[src/rtl/mul_sequencer_if.sv]
// -----------------------------------------------------------------------------
// mul_sequencer_if
// Request/response bundle between the execute stage and the iterative
// multiply sequencer.
//   start   : request pulse/level from execute (sampled only while idle)
//   op      : 00 MUL, 01 UMULH, 10 SMULH, 11 reserved (treated as MUL)
//   a, b    : multiplicand / multiplier
//   stall_E : freeze PC, IF/ID, ID/EX while high
//   busy    : sequencer is not idle
//   done    : one-cycle completion pulse
//   result  : selected product half, held until the next accepted start
// master = execute stage (requester), slave = sequencer.
// -----------------------------------------------------------------------------
interface mul_sequencer_if #(
    parameter int N = 64
);
    logic         start;
    logic [1:0]   op;
    logic [N-1:0] a;
    logic [N-1:0] b;
    logic         stall_E;
    logic         busy;
    logic         done;
    logic [N-1:0] result;

    modport master (
        output start, op, a, b,
        input  stall_E, busy, done, result
    );

    modport slave (
        input  start, op, a, b,
        output stall_E, busy, done, result
    );
endinterface

[src/rtl/mul_sequencer.sv]
// -----------------------------------------------------------------------------
// mul_sequencer
// Multi-cycle N-bit shift-add multiplier for MUL / UMULH / SMULH in the
// execute stage. One multiplier bit is consumed per cycle; the pipeline is
// stalled from the start cycle through FIX, and the result is presented with
// a one-cycle done pulse in DONE.
//
// Ports:
//   clk   : rising-edge clock
//   reset : asynchronous, active-low
//   bus   : mul_sequencer_if.slave (start/op/a/b in; stall_E/busy/done/result out)
//
// Configuration macro:
//   MUL_SIGNED_EN : when defined, SMULH takes operand magnitudes in PREP and
//                   negates the product in FIX. When undefined, the sign path
//                   is absent and op 10 behaves as UMULH. Timing is identical.
// -----------------------------------------------------------------------------
module mul_sequencer #(
    parameter int N = 64
) (
    input  logic           clk,
    input  logic           reset,
    mul_sequencer_if.slave bus
);
    localparam int CW = $clog2(N);

    localparam logic [2:0] S_IDLE = 3'd0;
    localparam logic [2:0] S_PREP = 3'd1;
    localparam logic [2:0] S_RUN  = 3'd2;
    localparam logic [2:0] S_FIX  = 3'd3;
    localparam logic [2:0] S_DONE = 3'd4;

    logic [2:0]     r_state;
    logic [2:0]     w_next;
    logic [1:0]     r_op;
    logic [N-1:0]   r_a;        // multiplicand (magnitude after PREP)
    logic [N-1:0]   r_b;        // multiplier, shifted right each iteration
    logic [2*N-1:0] r_acc;
    logic [CW-1:0]  r_cnt;
    logic           r_sign;
    logic [N-1:0]   r_result;
    logic           r_done;
    logic           r_busy;

    logic [N:0]     w_sum;      // {carry, upper half} after the conditional add
    logic [2*N-1:0] w_prod;
    logic           w_hi_sel;
    logic           w_is_smulh;

`ifdef MUL_SIGNED_EN
    assign w_is_smulh = (r_op == 2'b10);
`else
    assign w_is_smulh = 1'b0;
`endif

    assign w_sum    = r_b[0] ? ({1'b0, r_acc[2*N-1:N]} + {1'b0, r_a})
                             :  {1'b0, r_acc[2*N-1:N]};
    assign w_prod   = r_sign ? (~r_acc + 1'b1) : r_acc;
    // 01 and 10 take the high half; 00 and reserved 11 take the low half.
    assign w_hi_sel = (r_op == 2'b01) || (r_op == 2'b10);

    always_comb begin
        w_next = r_state;
        case (r_state)
            S_IDLE:  if (bus.start) w_next = S_PREP;
            S_PREP:  w_next = S_RUN;
            S_RUN:   if (r_cnt == CW'(N-1)) w_next = S_FIX;
            S_FIX:   w_next = S_DONE;
            S_DONE:  w_next = S_IDLE;
            default: w_next = S_IDLE;
        endcase
    end

    always_ff @(posedge clk or negedge reset) begin
        if (!reset) begin
            r_state  <= S_IDLE;
            r_op     <= 2'b00;
            r_a      <= '0;
            r_b      <= '0;
            r_acc    <= '0;
            r_cnt    <= '0;
            r_sign   <= 1'b0;
            r_result <= '0;
            r_done   <= 1'b0;
            r_busy   <= 1'b0;
        end else begin
            r_state <= w_next;
            r_done  <= (w_next == S_DONE);
            r_busy  <= (w_next != S_IDLE);
            case (r_state)
                S_IDLE: begin
                    if (bus.start) begin
                        r_op <= bus.op;
                        r_a  <= bus.a;
                        r_b  <= bus.b;
                    end
                end
                S_PREP: begin
                    r_acc <= '0;
                    r_cnt <= '0;
`ifdef MUL_SIGNED_EN
                    r_sign <= w_is_smulh & (r_a[N-1] ^ r_b[N-1]);
                    // -2^(N-1) negates to itself, which read unsigned is the
                    // exact magnitude 2^(N-1).
                    if (w_is_smulh) begin
                        r_a <= r_a[N-1] ? (~r_a + 1'b1) : r_a;
                        r_b <= r_b[N-1] ? (~r_b + 1'b1) : r_b;
                    end
`else
                    r_sign <= 1'b0;
`endif
                end
                S_RUN: begin
                    // Add into upper half, then shift {carry, acc} right by one.
                    r_acc <= {w_sum, r_acc[N-1:1]};
                    r_b   <= r_b >> 1;
                    r_cnt <= r_cnt + 1'b1;
                end
                S_FIX: begin
                    r_result <= w_hi_sel ? w_prod[2*N-1:N] : w_prod[N-1:0];
                end
                default: ;
            endcase
        end
    end

    // Combinational IDLE&start term lets the pipeline freeze in the very
    // cycle the request is presented.
    assign bus.stall_E = ((r_state == S_IDLE) && bus.start) ||
                         (r_state == S_PREP) || (r_state == S_RUN) ||
                         (r_state == S_FIX);
    assign bus.busy    = r_busy;
    assign bus.done    = r_done;
    assign bus.result  = r_result;
endmodule

[src/flat_wrapper.sv]
// flat-port wrapper written by rule: the top's interface ports become plain ports
module mul_sequencer_flat 
#(
    parameter int N = 64
)
  (clk, reset, bus_start, bus_op, bus_a, bus_b, bus_stall_E, bus_busy, bus_done, bus_result);
  mul_sequencer_if #(.N(N)) bus_i ();
  input  logic clk;
  input  logic reset;
  input wire logic [$bits(bus_i.start)-1:0] bus_start;
  input wire logic [$bits(bus_i.op)-1:0] bus_op;
  input wire logic [$bits(bus_i.a)-1:0] bus_a;
  input wire logic [$bits(bus_i.b)-1:0] bus_b;
  output wire logic [$bits(bus_i.stall_E)-1:0] bus_stall_E;
  output wire logic [$bits(bus_i.busy)-1:0] bus_busy;
  output wire logic [$bits(bus_i.done)-1:0] bus_done;
  output wire logic [$bits(bus_i.result)-1:0] bus_result;
  assign bus_i.start = bus_start;
  assign bus_i.op = bus_op;
  assign bus_i.a = bus_a;
  assign bus_i.b = bus_b;
  assign bus_stall_E = bus_i.stall_E;
  assign bus_busy = bus_i.busy;
  assign bus_done = bus_i.done;
  assign bus_result = bus_i.result;
  mul_sequencer #(.N(N)) u_core (.clk(clk), .reset(reset), .bus(bus_i));
endmodule
[config.mk]
export PLATFORM = sky130hd
export DESIGN_NAME = mul_sequencer_flat
export DESIGN_NICKNAME = d
export VERILOG_FILES = /design/src/rtl/mul_sequencer_if.sv /design/src/rtl/mul_sequencer.sv /design/src/flat_wrapper.sv
export SDC_FILE = /design/constraint.sdc
export NUM_CORES = 1
export LEC_CHECK = 0
export CAP_MARGIN = 10
export CORE_UTILIZATION = 50
export CTS_BUF_LIST = sky130_fd_sc_hd__clkbuf_4 sky130_fd_sc_hd__clkbuf_8
export DETAILED_ROUTE_END_ITERATION = 8
export PLACE_DENSITY_LB_ADDON = 0.15
export SLEW_MARGIN = 20
export SYNTH_ARGS = -nofsm -noshare
export SYNTH_HDL_FRONTEND = slang
export SYNTH_SLANG_ARGS = --single-unit
[constraint.sdc]
create_clock -name clk -period 4.1 [get_ports clk]
set_input_delay 1.23 -clock clk [delete_from_list [all_inputs] [get_ports clk]]
set_output_delay 1.23 -clock clk [all_outputs]
set_load 0.005 [all_outputs]
Yosys cells after proc, flatten, opt, wreduce, memory -nomap -nowiden. Cells that the tools add are included.

Output and inout port bits: 67. Logic and storage cells: 39. Bits in registers: 333. Input port bits: 133.

Multiplexer cells: 9. Reduce and logical (&&, ||, !) cells: 11. Eq/ne operators: 8. Add/subtract/negate cells: 2.

Operator list (count): 128-bit case mux with 2 select lines (1); 64-bit 2-to-1 mux (2); 64-bit case mux with 2 select lines (1); 64-bit by 64-bit adder with 65-bit output (1); 65-bit 2-to-1 mux (1); 3-bit case mux with 4 select lines (1); 6-bit case mux with 2 select lines (1); 6-bit by 1-bit adder with 6-bit output (second input constant) (1); 3-bit by 2-bit == test with 1-bit output (second input constant) (2); 6-bit == test (second input constant) (1); 3-bit 2-to-1 mux (2); 1-bit logical OR (4); 2-bit AND reduction (2); 2-bit nonzero test (2); 3-bit by 1-bit == test with 1-bit output (second input constant) (1); 3-bit == test (second input constant) (1); 3-bit zero test (1); 3-bit nonzero test (1); 2-bit by 1-bit == test with 1-bit output (second input constant) (1); 2-bit == test (second input constant) (1); 2-bit != test (second input constant) (1); 1-bit logical AND (1).

Longest topological paths before layout. Gate-level depths: netlist of the first run.

Depth after elaboration: 5. Mapped depth: 12. Gate-level depth less buffers: 12.

Worst setup path before layout of the first run. Ideal clock, no wire load.

Path type: flip-flop to flip-flop. Start point: register u_core.r_acc[64]. End point: register u_core.r_acc[127]. Setup time: 0.131 ns. Slack: 0.907 ns. Arrival: 3.062 ns. Data required time: 3.969 ns. Path buffers: 0. Stages on the path, launching flop included: 13. Cells stage by stage: dfrtp_1 -> ha_1 -> fa_1 -> a21o_1 -> a221o_1 -> a211oi_2 -> o311ai_4 -> a2111oi_2 -> o41a_1 -> o31a_4 -> o21ai_2 -> a221oi_1 -> o21ai_1.

Cells in the longest elaborated chain, start to end: 3.

RTL lines: start, declared (line mul_sequencer.sv:38) `logic [2*N-1:0] r_acc;`; start signal, assigned (line mul_sequencer.sv:115) `r_acc <= {w_sum, r_acc[N-1:1]};`; 64-bit by 64-bit adder with 65-bit output (line mul_sequencer.sv:56) `assign w_sum = r_b[0] ? ({1'b0, r_acc[2*N-1:N]} + {1'b0, r_a})`; 65-bit 2-to-1 mux (line mul_sequencer.sv:56); 128-bit case mux with 2 select lines (line mul_sequencer.sv:90) `case (r_state)`.

Every way passes these cells. A chain may end at the register's enable or synchronous reset.

Worst setup path after layout of the first run.
Start point: input bus_start. End point: output bus_stall_E.

Cells in the longest elaborated chain, start to end: 4.

RTL lines: start, declared (line flat_wrapper.sv:10) `input wire logic [$bits(bus_i.start)-1:0] bus_start;`; 1-bit logical AND (line mul_sequencer.sv:129) `assign bus.stall_E = ((r_state == S_IDLE) && bus.start) ||`; 1-bit logical OR (line mul_sequencer.sv:129); 1-bit logical OR (2 in a row) (line mul_sequencer.sv:130) `(r_state == S_PREP) || (r_state == S_RUN) ||`; end, declared (line flat_wrapper.sv:14) `output wire logic [$bits(bus_i.stall_E)-1:0] bus_stall_E;`.

Every way passes these cells.

==> key figures, run 1 <==
Placed design
  • Port bufs: 199
  • Worst slack, placed: 0.449 ns
  • HPWL Detailed: 28500 um
  • GPL Wtd Cong: 0.909

Final layout
  • Most common cell after layout, fill and taps aside: dfrtp_1
  • Area Growth Syn to Fin: 22.0%
  • Share of cells above drive strength 1: 0.113
  • Filler cells: 2813
  • Layout net count: 2075
  • Util after Layout: 0.622
  • Commonest cells after routing, fill and taps aside: dfrtp_1 (333), nand2_1 (279), clkdlybuf4s50_1 (198)
  • Multi-input logic area: 8340 um2
  • Reg area: 8330 um2

Yosys
  • Synthesized instance count: 1705
  • Top cell type's share of synthesized area: 0.486
  • Yosys reg bits: 333
  • Syn_area_per_cell: 10.0 um2
  • Synth area leaders: dfrtp_1 (49%), nand2_1 (6.1%), mux2i_1 (5.2%), o21ai_0 (4.8%), ha_1 (4.7%)
  • Syn_nets: 1904
  • EDFF count, synth: 0
  • Synth async-reset ratio: 1.00
  • Cell Area, Synth: 17100 um2
  • Yosys warnings: 0
  • Dominant synthesized flop cell: dfrtp_1
  • Proportion of synthesized chip area in sequential cells: 0.486
  • Distinct cells, synth: 60
  • Area leader, netlist: dfrtp_1

Pwr
  • Internal: 10200 uW
  • Power share of the clock group: 0.190
  • Cell area power density: 837 nW/um2
  • Flop pwr share: 0.309
  • Switching power: 7260 uW
  • Combinational share of power: 0.501
  • Final Power: 17500 uW
  • Peak supply drop: 0.000904 V
  • Net Sw Frac: 0.415
  • Pleak: 0.00961 uW

Timing
  • RSZ-0062 raised after global routing: false
  • Fin Hold WS: 0.474 ns
  • Final hold vios: 0
  • Max Clock Freq: 0.274 GHz
  • Worst setup margin: 0.447 ns
  • Final setup fails: 0
  • Normalized max-slew margin: 0.422
  • Clock Skews: 0.0153 ns
  • Final number of max-transition violations: 0
  • Fin crit period: 3.65 ns
  • Actual slew at the worst max-slew pin: 0.866 ns
  • Final worst-path cycle share: 0.891
  • Setup_tns: 0 ns

Critical path
  • CP Buf/Inv Count: 2
  • Startpoint types: input pin
  • CP top delay family: buffers and inverters
  • Worst-path fanout max: 3
  • Critical Path AT: 2.42 ns
  • Critical Path RT: 2.87 ns
  • Max incr delay on CP: 0.50 ns
  • Most used cell, CP: clkdlybuf4s50_1
  • Critical path type: in -> out
  • Crit-path slowest cell: clkdlybuf4s50_1
  • Critical Path End Type: primary output
  • Crit-path cells: clkdlybuf4s50_1 > nor3_1 > nor2_1 > clkdlybuf4s50_1

GRT
  • Vias in the first global route: 13600
  • First-pass GRT wire length: 69900 um
  • Total gr overflow: 0
  • Gr usage total: 0.242
  • Largest net degree at the start of global routing: 132
  • Initial antenna violation count: 8

Floorplan
  • # IOs: 200
  • Die H: 187 um
  • Die width: 187 um
  • Rows: 67
  • Starting Density: 0.510
  • Core ar.: 33600 um2
  • Die area: 35000 um2

CTS
  • Post-cts sizing count: 0
  • Num CTS Buffers: 55
  • Clock Tree Buf Depth: 3
  • Hold buffer count at CTS: 0
  • CTS tree: built
  • Worst skew pair latency: 0.58 ns
  • Root Buffer: clkbuf_8
  • Sink Count: 333
  • Setup Buffers After CTS: 0
  • H-tree level count: 2
  • Clock slew at reported path FFs: 0.06 ns

Drt
  • Drt via density: 5.69
  • Drt pass-1 iters: 5
  • DRC: 0
  • Vias: 13500
  • Avg WL per Cell: 17.6 um
  • Initial detailed-routing violation count: 938
  • Total wire length: 41700 um
  • Post-route antenna net violation count: 0

Status
  • Status: complete, no violations

Worst hold path
  • Hold Path Class: reg -> reg

Flow run
  • Max-cap violations: 0
## cells in the mapped netlist (3+ instances only)
library cell and instances:
nand4_1 21, a221oi_1 10, o31ai_1 4, clkbuf_1 101
inv_1 28, nor3_1 12, xnor2_1 36, buf_1 5
and2_1 4, a21boi_0 3, a31oi_1 8, o21bai_1 18
or2_2 6, nand2b_1 8, nor2_1 51, a22oi_1 99
mux2i_1 89, o21a_1 3, nand3_1 16, o21ai_0 165
a211oi_1 3, nand2_1 280, o21ai_1 3, nor2b_1 10
xor2_1 22, buf_2 5, o211ai_1 3, dfrtp_1 333
ha_1 65, a21oi_1 86, a22o_1 65, a21o_1 32
mux2_2 66, and3_1 11
## per-stage QoR
stage	std cells	area [um2]
after CTS	2367	20900
final	2371	20900
after global placement	2266	19600
after floorplan	1705	17100
after global routing	2368	20900
after detailed placement	2266	19600
## registers in the layout, summed over array words and instances, names as in the netlist
register           cells
u_core.bus.busy        1
u_core.bus.done        1
u_core.bus.result     64
u_core.r_a            64
u_core.r_acc         128
u_core.r_b            64
u_core.r_cnt           6
u_core.r_op            2
u_core.r_state         3
## final timing paths
check,start,to,cells past startpoint,slack [ns]
worst max-delay path,bus_start,bus_stall_E,4,0.45
worst min-delay path,u_core.r_b[6],u_core.r_b[6],2,0.47
worst max register to register,u_core.r_acc[64],u_core.r_acc[127],12,0.46
worst min register to register,u_core.r_b[6],u_core.r_b[6],2,0.47
max in group asynchronous,reset,u_core.r_acc[54],2,2.56
min in group asynchronous,reset,u_core.bus.busy,1,0.69
## power groups by stage
stage	clock network [uW]	logic [uW]	registers, uW
2_1_floorplan	0	6380	5150
3_3_place_gp	0	8590	5400
3_5_place_dp	0	8730	5450
4_1_cts	3420	8770	5410
5_1_grt	3560	9770	5560
6_report	3330	8780	5400
## worst register-to-register path: cells and delay by family, from the launching register on
| family | cells | cell delay, ns |
|---|---|---|
| fa+ha+maj | 2 | 0.64 |
| compound gates | 10 | 2.48 |
| flops | 1 | 0.40 |
## logic make-up after synthesis
logic type / share of synthesized area
xor gates and xnor gates: 0.0296
DFF: 0.486
and+or+nand+nor: 0.107
AOI/OAI and AO/OA: 0.202
adders and majority gates: 0.0486
muxes: 0.0954
buffers and inverters: 0.0308
## per-layer routing
layer,wire length [um],GRT usage
met5,69,0
met4,988,0.0731
met3,2780,0.0608
met2,18300,0.374
met1,19500,0.337
## final cells by class
type                       count  share of cell area
sequential                   333               0.399
timing repair buffer         225               0.109
tap                          448              0.0268
inverter                      28             0.00503
clock buffer                  86              0.0518
multi-input combinational   1233               0.399
antenna                        3            0.000359
clock inverter                15             0.00969
No activity file was read; power rests on OpenSTA's default activity.
==> run 2, diff against run 1 <==
HOLD_SLACK_MARGIN = 0.15   (was default)
==> results of run 2 <==
No change in the layout: final DEF, timing and power equal those of run 1.
==> run 3, diff against run 2 <==
PLACE_DENSITY_LB_ADDON = 0.12   (was 0.15)
==> run 3 against run 2 <==
Effect of this change:
- global-route usage up 0.23 points
- final cell count down 0.21%
- flip-flop and latch count unchanged
- clock power up 8.4%
- power up 1.7%
- hold slack worse by 0.0022 ns
- register-to-register slack worse by 0.04 ns
- critical endpoint is now u_core.r_acc[127]
- largest cell class unchanged
==> key figures, run 3 (synthesized netlist as in run 1, its figures left out) <==
GRT
  • Largest net degree at the start of global routing: 131
  • Gr usage total: 0.245
  • Initial antenna violation count: 1
  • Total gr overflow: 0
  • First-pass GRT wire length: 70300 um
  • Vias in the first global route: 13400

Final layout
  • Layout net count: 2071
  • Ant diodes: 0
  • Commonest cells after routing, fill and taps aside: dfrtp_1 (333), nand2_1 (279), clkdlybuf4s50_1 (198)
  • Filler cells: 2815
  • Most common cell after layout, fill and taps aside: dfrtp_1
  • Share of cells above drive strength 1: 0.112
  • Multi-input logic area: 8340 um2
  • Max reg flops: 128
  • Cell area after layout: 20900 um2
  • Area Growth Syn to Fin: 22.2%
  • Most flops, register: u_core.r_acc
  • Reg area: 8330 um2

Floorplan
  • Die width: 187 um
  • Die H: 187 um
  • Core ar.: 33600 um2
  • Rows: 67
  • # IOs: 200
  • Die area: 35000 um2
  • Starting Density: 0.510

Timing
  • Actual slew at the worst max-slew pin: 0.849 ns
  • Final number of max-transition violations: 0
  • Fin crit period: 3.68 ns
  • Normalized max-slew margin: 0.434
  • Setup_tns: 0 ns
  • Max Clock Freq: 0.272 GHz
  • Final setup fails: 0
  • RSZ-0062 raised after global routing: false
  • Final hold vios: 0
  • Final worst-path cycle share: 0.896
  • Clock Skews: 0.0103 ns

Worst hold path
  • Hold Path Class: reg -> reg

Placed design
  • GPL Wtd Cong: 0.872
  • Port bufs: 199
  • Placed cell area: 19500 um2
  • HPWL Detailed: 28200 um

CTS
  • Worst skew pair latency: 0.63 ns
  • Num CTS Buffers: 57
  • Sink Count: 333
  • Setup Buffers After CTS: 0
  • H-tree level count: 2
  • Post-cts sizing count: 0
  • CTS tree: built
  • Root Buffer: clkbuf_8
  • Clock Tree Buf Depth: 3
  • Hold buffer count at CTS: 0
  • Clock slew at reported path FFs: 0.06 ns

Critical path
  • Reg2Reg Depth: 12
  • Worst R2R Start: u_core.r_acc[64]
  • Critical path type: reg -> reg
  • Reg-to-Reg End: u_core.r_acc[127]
  • Startpoint types: register
  • Worst Setup SP: u_core.r_acc[64]
  • FF-to-FF setup slack: 0.42 ns
  • Worst-path fanout max: 4
  • Critical Path RT: 4.60 ns
  • Critical Path AT: 4.17 ns
  • Critical Path End Type: register
  • Setup crit end: u_core.r_acc[127]

Drt
  • Initial detailed-routing violation count: 919
  • DRC: 0
  • Post-route antenna net violation count: 0
  • Total wire length: 42100 um
  • Drt via density: 5.73
  • Avg WL per Cell: 17.8 um
  • Vias: 13600
  • Drt pass-1 iters: 5

Status
  • Status: complete, no violations

Pwr
  • Cell area power density: 851 nW/um2
  • Peak supply drop: 0.000825 V
  • Pleak: 0.00962 uW

Flow run
  • Max-cap violations: 0
[run 3: critical path, cell delays in order (launching register included)]
cell,delay (ns)
dfrtp_1,0.41
ha_1,0.24
fa_1,0.40
a21o_1,0.23
a221o_1,0.35
a211oi_2,0.34
o311ai_4,0.18
a2111oi_2,0.51
o41a_1,0.28
o31a_4,0.18
o21ai_2,0.08
a221oi_1,0.28
o21ai_1,0.08
[run 3: how the worst min path moves through the flow]
stage	startpoint	to	slack, ns	cells past startpoint
after floorplan	u_core.r_b[10]	u_core.r_b[10]	0.45	2
after detailed placement	u_core.r_b[21]	u_core.r_b[21]	0.46	2
after global placement	u_core.r_b[6]	u_core.r_b[6]	0.46	2
after global routing	u_core.r_b[21]	u_core.r_b[21]	0.50	2
after CTS	u_core.r_b[6]	u_core.r_b[6]	0.48	2
final	u_core.bus.result[52]	u_core.bus.result[52]	0.47	2
[run 3: power by group]
part           internal (uW)  switching [uW]
Clock                   2240            1370
Combinational           3720            5080
Sequential              4500             902
[run 3: metal layers]
layer  vias up  share of wire  global-route usage
li1       6508              -                   -
met1      6603           0.48               0.354
met2       386           0.43               0.359
met3        63          0.071              0.0674
met4         0          0.019              0.0694
met5         -              0                   0
[run 3: area by class of cell]
cell class                 count  area share
clock buffer                  89      0.0534
clock inverter                16      0.0135
inverter                      28     0.00502
multi-input combinational   1233       0.398
sequential                   333       0.398
tap                          448      0.0268
timing repair buffer         219       0.105
[run 3: metrics by stage]
step	util	power [uW]	std cells	hold slack, ns	worst slack, ns
6_report	0.623	17800	2366	0.472	0.425
5_1_grt	0.623	19200	2366	0.500	0.322
4_1_cts	0.623	17900	2366	0.478	0.461
3_5_place_dp	0.581	14200	2261	0.463	0.459
3_3_place_gp	0.581	14100	2261	0.458	0.476
2_1_floorplan	-	11500	1705	0.447	0.907
